### config.mk
export PLATFORM = sky130hd
export DESIGN_NAME = stream_demux1x4
export DESIGN_NICKNAME = d
export VERILOG_FILES = /design/src/rtl/stream_demux_pkg.sv /design/src/rtl/demux1x2_stage.sv /design/src/rtl/stream_demux1x4.sv
export SDC_FILE = /design/constraint.sdc
export NUM_CORES = 1
export LEC_CHECK = 0
export BUFFER_PORTS_ARGS = -buffer_cell sky130_fd_sc_hd__buf_2
export CORE_UTILIZATION = 48
export DETAILED_ROUTE_END_ITERATION = 8
export PLACE_DENSITY = 0.78
export SETUP_SLACK_MARGIN = 0.05
export SYNTH_ARGS = -nofsm -noshare
export SYNTH_HDL_FRONTEND = slang
export SYNTH_HIERARCHICAL = 1
export SYNTH_SLANG_ARGS = --single-unit
### constraint.sdc
create_clock -name clk -period 1.63 [get_ports clk]
set_input_delay 0.326 -clock clk [delete_from_list [all_inputs] [get_ports clk]]
set_output_delay 0.326 -clock clk [all_outputs]
set_load 0.03 [all_outputs]
### src/rtl/stream_demux_pkg.sv
// rtl/stream_demux_pkg.sv - shared constants and types for the 1:4 stream demux
package stream_demux_pkg;
  localparam int NUM_OUT = 4;
  localparam int SEL_W   = 2;
  localparam int CNT_W   = 8;

  typedef logic [CNT_W-1:0] cnt_t;
endpackage

### src/rtl/demux1x2_stage.sv
// rtl/demux1x2_stage.sv - single-entry registered 1:2 demux stage with valid/ready
module demux1x2_stage
  import stream_demux_pkg::*;
#(
  parameter int DW = 8
) (
  input  logic          clk,
  input  logic          rst,
  input  logic [DW-1:0] in_data,
  input  logic          in_sel,
  input  logic          in_valid,
  output logic          in_ready,
  output logic [DW-1:0] out_data,
  output logic [1:0]    out_valid,
  input  logic [1:0]    out_ready
);
  logic          full_q;
  logic          sel_q;
  logic [DW-1:0] data_q;

  // Accept when empty or when the held beat is leaving this same edge.
  assign in_ready  = !full_q || out_ready[sel_q];
  assign out_valid = {full_q && sel_q, full_q && !sel_q};
  assign out_data  = data_q;

  always_ff @(posedge clk) begin
    if (rst) begin
      full_q <= 1'b0;
      sel_q  <= 1'b0;
      data_q <= '0;
    end else if (in_valid && in_ready) begin
      full_q <= 1'b1;
      sel_q  <= in_sel;
      data_q <= in_data;
    end else if (full_q && out_ready[sel_q]) begin
      full_q <= 1'b0;
    end
  end
endmodule

### src/rtl/stream_demux1x4.sv
// rtl/stream_demux1x4.sv - registered 1:4 stream demux as a two-level tree of 1:2 stages
// Optional per-channel delivery counters: STREAM_DEMUX_STATS_EN
module stream_demux1x4
  import stream_demux_pkg::*;
#(
  parameter int WIDTH = 8
) (
  input  logic                              clk,
  input  logic                              rst,
  input  logic [WIDTH-1:0]                  in_data,
  input  logic [SEL_W-1:0]                  in_sel,
  input  logic                              in_valid,
  output logic                              in_ready,
  output logic [NUM_OUT-1:0][WIDTH-1:0]     out_data,
  output logic [NUM_OUT-1:0]                out_valid,
  input  logic [NUM_OUT-1:0]                out_ready
`ifdef STREAM_DEMUX_STATS_EN
  ,
  output cnt_t [NUM_OUT-1:0]                out_count
`endif
);
  logic [WIDTH:0] l0_data;
  logic [1:0]     l0_valid;
  logic [1:0]     l0_ready;

  // Level 0 splits on the high sel bit and carries the low bit with the payload.
  demux1x2_stage #(.DW(WIDTH + 1)) u_l0 (
    .clk       (clk),
    .rst       (rst),
    .in_data   ({in_sel[0], in_data}),
    .in_sel    (in_sel[1]),
    .in_valid  (in_valid),
    .in_ready  (in_ready),
    .out_data  (l0_data),
    .out_valid (l0_valid),
    .out_ready (l0_ready)
  );

  for (genvar b = 0; b < 2; b++) begin : g_l1
    logic [WIDTH-1:0] l1_data;

    demux1x2_stage #(.DW(WIDTH)) u_l1 (
      .clk       (clk),
      .rst       (rst),
      .in_data   (l0_data[WIDTH-1:0]),
      .in_sel    (l0_data[WIDTH]),
      .in_valid  (l0_valid[b]),
      .in_ready  (l0_ready[b]),
      .out_data  (l1_data),
      .out_valid (out_valid[2*b+1:2*b]),
      .out_ready (out_ready[2*b+1:2*b])
    );

    assign out_data[2*b]   = l1_data;
    assign out_data[2*b+1] = l1_data;
  end

`ifdef STREAM_DEMUX_STATS_EN
  always_ff @(posedge clk) begin
    if (rst) begin
      out_count <= '0;
    end else begin
      for (int i = 0; i < NUM_OUT; i++) begin
        if (out_valid[i] && out_ready[i]) out_count[i] <= out_count[i] + cnt_t'(1);
      end
    end
  end
`endif
endmodule

==> flow_summary.yaml, run 1 <==
status:
  status: "finished with violations"
  violations: "negative setup slack"
worst_setup_path:
  worstSetupEndpointType: "primary output"
  r2r_cells: 7
  cp-endpoint: "in_ready"
  cp-startpoint: "g_l1[0].u_l1/sel_q$_SDFFE_PP0P_"
  cp.required_ns: 1.30
  worstPathArrival_ns: 1.41
  worst-path-max-fanout: 2
  r2r_start: "g_l1[0].u_l1/sel_q$_SDFFE_PP0P_"
  r2r-end: "u_l0/out_data[5]$_SDFFE_PP0P_"
  rrSetupSlack_ns: 0.11
  path_class: "flip-flop to primary output"
  startpoint_type: "flip-flop"
clocking:
  cts_sinks: 31
  clk_pin_slew_ns: 0.06
  cts_max_path_buffers: 2
  cts_root_buffer: "clkbuf_8"
  cts_max_level: 2
  cts_tree: "yes"
  cts_buffers: 5
  insertion_delay_ns: 0.27
yosys:
  synth_edf_count: 0
  synth.area.top_cells: "dfxtp_1 (30%), nand4b_1 (11%), o311ai_1 (11%)"
  postSynthAreaPerCell_um2: 8.433
  synth.yosys.seq_area_share_pct: 30.41
  synth_warnings: 6
  synth_commonest_cells: "dfxtp_1 (31), nand2_1 (28)"
  synth-main-ff-cell: "dfxtp_1"
  synth_seq_cells: 31
  yosysMostFrequentCell: "dfxtp_1"
  netlist_area_mm2: 0.002041
  synth_cell_types: 22
  async_flop_share_pct: 0
  netlist.area_leader.share_pct: 30.41
  synth_nets: 259
  synthCells: 242
  synthDominantAreaCellType: "dfxtp_1"
finish:
  fin_util_pct: 58.48
  diodes: 0
  nFillCells: 368
  final-seq-area_um2: 628.1
  fin_area_mm2: 0.002356
  multi_input_area_mm2: 0.001105
  area_growth_pct: 15.45
  final_layout_size_suffix_gt1_share_pct: 31.79
  nNetsFinal: 298
flow_run:
  maxCapViolations: 0
placement:
  portBuffers: 53
  globalplace.congestion: 0.7813
  hpwlAfterDp_mm: 3.235
  dpl_cell_area_mm2: 0.002225
  pre_cts_slack_ns: 0.1127
timing:
  final_max_slew_viol_count: 0
  layout_min_cycle_time_ns: 1.736
  worst_hold_slack_ns: 0.3025
  rsz0062_at_grt: "yes"
  period_share_pct: 106.5
  fin_tns_setup_ns: -0.1060
  setup_slack_ns: -0.1060
  slew_headroom_pct: 54.40
  hold_viol_final: 0
  tightest_slew_ns: 0.6827
  clock_skew_ns: 0.002536
  max_freq_mhz: 576.0
  setup_violations: 1
drt:
  wl_per_cell_um: 14.61
  firstDrtPassIters: 4
  ant_nets: 0
  drc: 0
  drt_iter0_drc: 164
  avgViaCountPerCell: 6.058
  vias: 1999
  wirelength_mm: 4.820
floorplan:
  die-area_mm2: 0.004517
  die_w_um: 67.21
  io_pins: 54
  coreArea_mm2: 0.004029
  initial_utilization_pct: 50.65
  num_rows: 23
  die_h_um: 67.21
global_routing:
  grt_pass1_wl_mm: 7.700
  grt.met3_usage_pct: 5.236
  grt_pass1_vias: 1673
  met1_usage_pct: 31.13
  grt_use_total_pct: 22.52
  grt_util_met2_pct: 34.38
  globalRoute.busiestLayer: "met2"
  grt_max_degree: 25
  gr-total-overflow: 0
  antenna_found_initial: 0
power:
  leakage_nw: 0.9190
  peakVddDrop_uv: 530.7
  p_per_area_mw_per_mm2: 747.7
hold_path:
  holdCritPathClass: "input port to flip-flop"
==> per-layer routing <==
metal | share of wire, % | vias to the layer above | wire, um
li1 | - | 981 | -
met1 | 46 | 928 | 2238
met2 | 46 | 86 | 2203
met3 | 7.0 | 4 | 336
met4 | 0.87 | 0 | 42
met5 | 0 | - | 0
==> critical path: stages (launching register included) <==
cell and delay (ns):
dfxtp_4 0.36, mux2i_4 0.24, nand2_2 0.08, mux2i_1 0.14, buf_4 0.15, nand2_4 0.04, buf_6 0.13
==> worst min-delay path by stage <==
stage,from,endpoint,slack (ns),cells after the start
floorplan,u_l0/out_data[8]$_SDFFE_PP0P_,g_l1[0].u_l1/sel_q$_SDFFE_PP0P_,0.46,2
global placement,u_l0/out_data[8]$_SDFFE_PP0P_,g_l1[1].u_l1/sel_q$_SDFFE_PP0P_,0.53,2
detailed placement,u_l0/out_data[8]$_SDFFE_PP0P_,g_l1[1].u_l1/sel_q$_SDFFE_PP0P_,0.52,2
CTS,in_sel[0],u_l0/out_data[8]$_SDFFE_PP0P_,0.30,3
global route,in_sel[0],u_l0/out_data[8]$_SDFFE_PP0P_,0.31,3
finish,in_sel[0],u_l0/out_data[8]$_SDFFE_PP0P_,0.30,3
==> metrics by stage <==
stage          cells  power, mW
2_1_floorplan    242      1.138
3_3_place_gp     319      1.218
3_5_place_dp     319      1.225
4_1_cts          328      1.764
5_1_grt          330      1.843
6_report         330      1.762
==> kinds of logic (layout without fill, tap and decap cells) <==
logic type,count (synthesis),in the layout,share of synthesized area (%)
multiplexers,3,3,2.698
AO/OA/AOI/OAI,62,62,22.26
AND/OR/NAND/NOR,93,93,28.57
buffers and inverters,53,91,16.06
flip-flops,31,31,30.41
==> layout make-up <==
type | instances | area share, %
multi-input cells | 158 | 46.89
flip-flops and latches | 31 | 26.66
repair buffers | 76 | 19.12
clock buffers | 6 | 3.080
well taps | 50 | 2.655
inverters | 9 | 1.593
==> cells in the final DEF, fill, tap and decap left out, types with 3 or more instances in the layout <==
cell type and instances:
buf_4 22, nor3b_1 25, nor2_1 9, nand2b_1 3, dfxtp_1 29, nand4b_1 25
o21ai_0 3, clkbuf_8 5, inv_1 8, a21oi_1 3, nor2b_1 3, nand2_1 25
o311ai_1 25, a21o_1 3, a221oi_1 3, buf_2 51, a31oi_1 25
==> power breakdown <==
| part | leakage (nW) | internal [mW] | switching, mW |
|---|---|---|---|
| Combinational | 0.627 | 0.137 | 0.222 |
| Clock | 0.0371 | 0.284 | 0.258 |
| Sequential | 0.255 | 0.800 | 0.0608 |
==> state kept, by name, summed over array words and instances (netlist names) <==
register            cells
g_l1.u_l1/out_data     16
u_l0/out_data           9
g_l1.u_l1/full_q        2
g_l1.u_l1/sel_q         2
u_l0/full_q             1
u_l0/sel_q              1
==> timing repair <==
item / 4_1_cts / 5_1_grt
hold buffers: 0 / 0
endpoints found under the setup margin: 1 / 13
resized for setup: 4 / 3
pin swaps: 2 / 1
setup buffers: 3 / 3
Note: power is estimated with default switching activity, not from simulation.
==> inputs of run 2 (changes only) <==
--- a/config.mk
+++ b/config.mk
@@ -8,8 +8,9 @@
 export BUFFER_PORTS_ARGS = -buffer_cell sky130_fd_sc_hd__buf_2
 export CORE_UTILIZATION = 48
 export DETAILED_ROUTE_END_ITERATION = 8
-export PLACE_DENSITY = 0.78
+export PLACE_DENSITY = 0.77
 export SETUP_SLACK_MARGIN = 0.05
+export SKIP_CTS_REPAIR_TIMING = 1
 export SYNTH_ARGS = -nofsm -noshare
 export SYNTH_HDL_FRONTEND = slang
 export SYNTH_HIERARCHICAL = 1
==> run 2 against run 1 <==
  * The run still ends with negative setup slack left
  * Clock-buffer cell count is the same
  * Setup slack worse by 0.013 ns
  * Sequential cell count unchanged
  * Final cell count decreased by 1.5%
  * Routed wire length down 5.3%
  * First-iteration DRC count rose by 3.0%
  * Register-to-register slack hardly changed
  * Clock power increased by 2%
  * Sequential power barely moved
  * Largest power group unchanged
==> flow_summary.yaml, run 2 (synthesized netlist as in run 1, its figures left out) <==
status:
  status: "finished with violations"
  violations: "negative setup slack"
placement:
  globalplace.congestion: 0.8458
  dpl_cell_area_mm2: 0.002217
  hpwlAfterDp_mm: 3.141
  portBuffers: 53
  dp.cells: 318
worst_setup_path:
  cp.required_ns: 1.30
  worstPathArrival_ns: 1.42
  cpLargestDelayFamily: "multiplexers"
  path_buf_inv: 2
  crit_path_max_incr_delay_ns: 0.37
  path_class: "flip-flop to primary output"
  worst-path-max-fanout: 3
  crit_slowest_cell: "dfxtp_4"
  startpoint_type: "flip-flop"
  crit_chain: "mux2i_4 > nand2_2 > mux2i_1 > buf_4 > nand2_4 > buf_6"
  worstSetupEndpointType: "primary output"
floorplan:
  die_h_um: 67.21
  coreArea_mm2: 0.004029
  die-area_mm2: 0.004517
  initial_utilization_pct: 50.65
  io_pins: 54
  num_rows: 23
  die_w_um: 67.21
finish:
  largest_reg_flops: 16
  multi_input_area_mm2: 0.001107
  fin_area_mm2: 0.002323
  finalNonFillerCells: 325
  layout_commonest_cell: "buf_2"
  area_growth_pct: 13.86
  final-seq-area_um2: 628.1
  nNetsFinal: 293
  diodes: 0
  final_layout_size_suffix_gt1_share_pct: 30.91
  mostFrequentLayoutCells: "buf_2 (50), dfxtp_1 (29)"
  nFillCells: 384
timing:
  layout_min_cycle_time_ns: 1.749
  max_freq_mhz: 571.7
  clock_skew_ns: 0.007288
  setup_violations: 1
  setup_slack_ns: -0.1193
  rsz0062_at_grt: "yes"
  tightest_slew_ns: 0.6119
  hold_viol_final: 0
  period_share_pct: 107.3
  slew_headroom_pct: 59.12
  final_max_slew_viol_count: 0
drt:
  firstDrtPassIters: 5
  wl_per_cell_um: 14.04
  drc: 0
  wirelength_mm: 4.564
  ant_nets: 0
  drt_iter0_drc: 169
  vias: 1935
  avgViaCountPerCell: 5.954
power:
  p_per_area_mw_per_mm2: 757.6
  leakage_nw: 0.8958
  peakVddDrop_uv: 435.2
clocking:
  cts_tree: "yes"
  cts_buffers: 5
  cts_sinks: 31
  cts_max_level: 2
  cts_max_path_buffers: 2
  insertion_delay_ns: 0.29
  cts_root_buffer: "clkbuf_8"
  clk_pin_slew_ns: 0.06
global_routing:
  grt_use_total_pct: 22.34
  grt_pass1_wl_mm: 7.527
  grt_pass1_vias: 1667
  gr-total-overflow: 0
  grt_max_degree: 31
  antenna_found_initial: 0
hold_path:
  holdCritPathClass: "input port to flip-flop"
flow_run:
  maxCapViolations: 0
run 2: cell count changes in the layout (fill, tap and decap cells not counted), sizes merged:
| cell | change |
|---|---|
| buf | -6 |
| inv | +1 |
| clkinvlp | -1 |
| clkbuf | +1 |
run 2: layout make-up:
class                           count  share of cell area [%]
Clock buffer                        6                   3.123
Inverter                            9                   1.454
Multi-Input combinational cell    158                   47.66
Sequential cell                    31                   27.03
Tap cell                           50                   2.693
Timing Repair Buffer               71                   18.04
run 2: layer usage:
| layer | up-vias | global-route usage (%) | part of all wire [%] |
|---|---|---|---|
| met2 | 60 | 33.88 | 45 |
| met4 | 0 | 12.50 | 2.4 |
| met1 | 899 | 29.55 | 48 |
| met3 | 10 | 4.223 | 4.2 |
| met5 | - | 0 | 0 |
| li1 | 966 | - | - |
run 2: final timing paths:
path | startpoint | endpoint | slack [ns] | cells after the start
max | g_l1[1].u_l1/sel_q$_SDFFE_PP0P_ | in_ready | -0.12 | 6
min | in_sel[0] | u_l0/out_data[8]$_SDFFE_PP0P_ | 0.29 | 3
max reg2reg | g_l1[1].u_l1/sel_q$_SDFFE_PP0P_ | u_l0/out_data[3]$_SDFFE_PP0P_ | 0.12 | 8
min reg2reg | u_l0/out_data[8]$_SDFFE_PP0P_ | g_l1[1].u_l1/sel_q$_SDFFE_PP0P_ | 0.52 | 2
run 2: worst reg2reg max path, stage by stage (launching register included):
cell	delay, ns
dfxtp_4	0.37
mux2i_4	0.23
nand2_2	0.08
mux2i_1	0.15
buf_4	0.15
buf_4	0.11
buf_6	0.12
nand4b_1	0.09
o311ai_1	0.10
run 2: metrics by stage:
step	util, %	hold WS, ns	power [mW]	setup TNS, ns	setup slack [ns]
global placement	55.03	0.5215	1.217	0	0.1124
CTS	56.83	0.2901	1.770	-0.1990	-0.1990
floorplan	-	0.4607	1.138	-0.06177	-0.06177
finish	57.67	0.2904	1.760	-0.1193	-0.1193
detailed placement	55.03	0.5257	1.222	0	0.1187
global route	57.67	0.3126	1.843	-0.1901	-0.1901
run 2: report_power, final:
part	switching (mW)	internal, mW
clock	0.268	0.284
sequential	0.0589	0.799
combinational	0.217	0.133
total	0.544	1.22
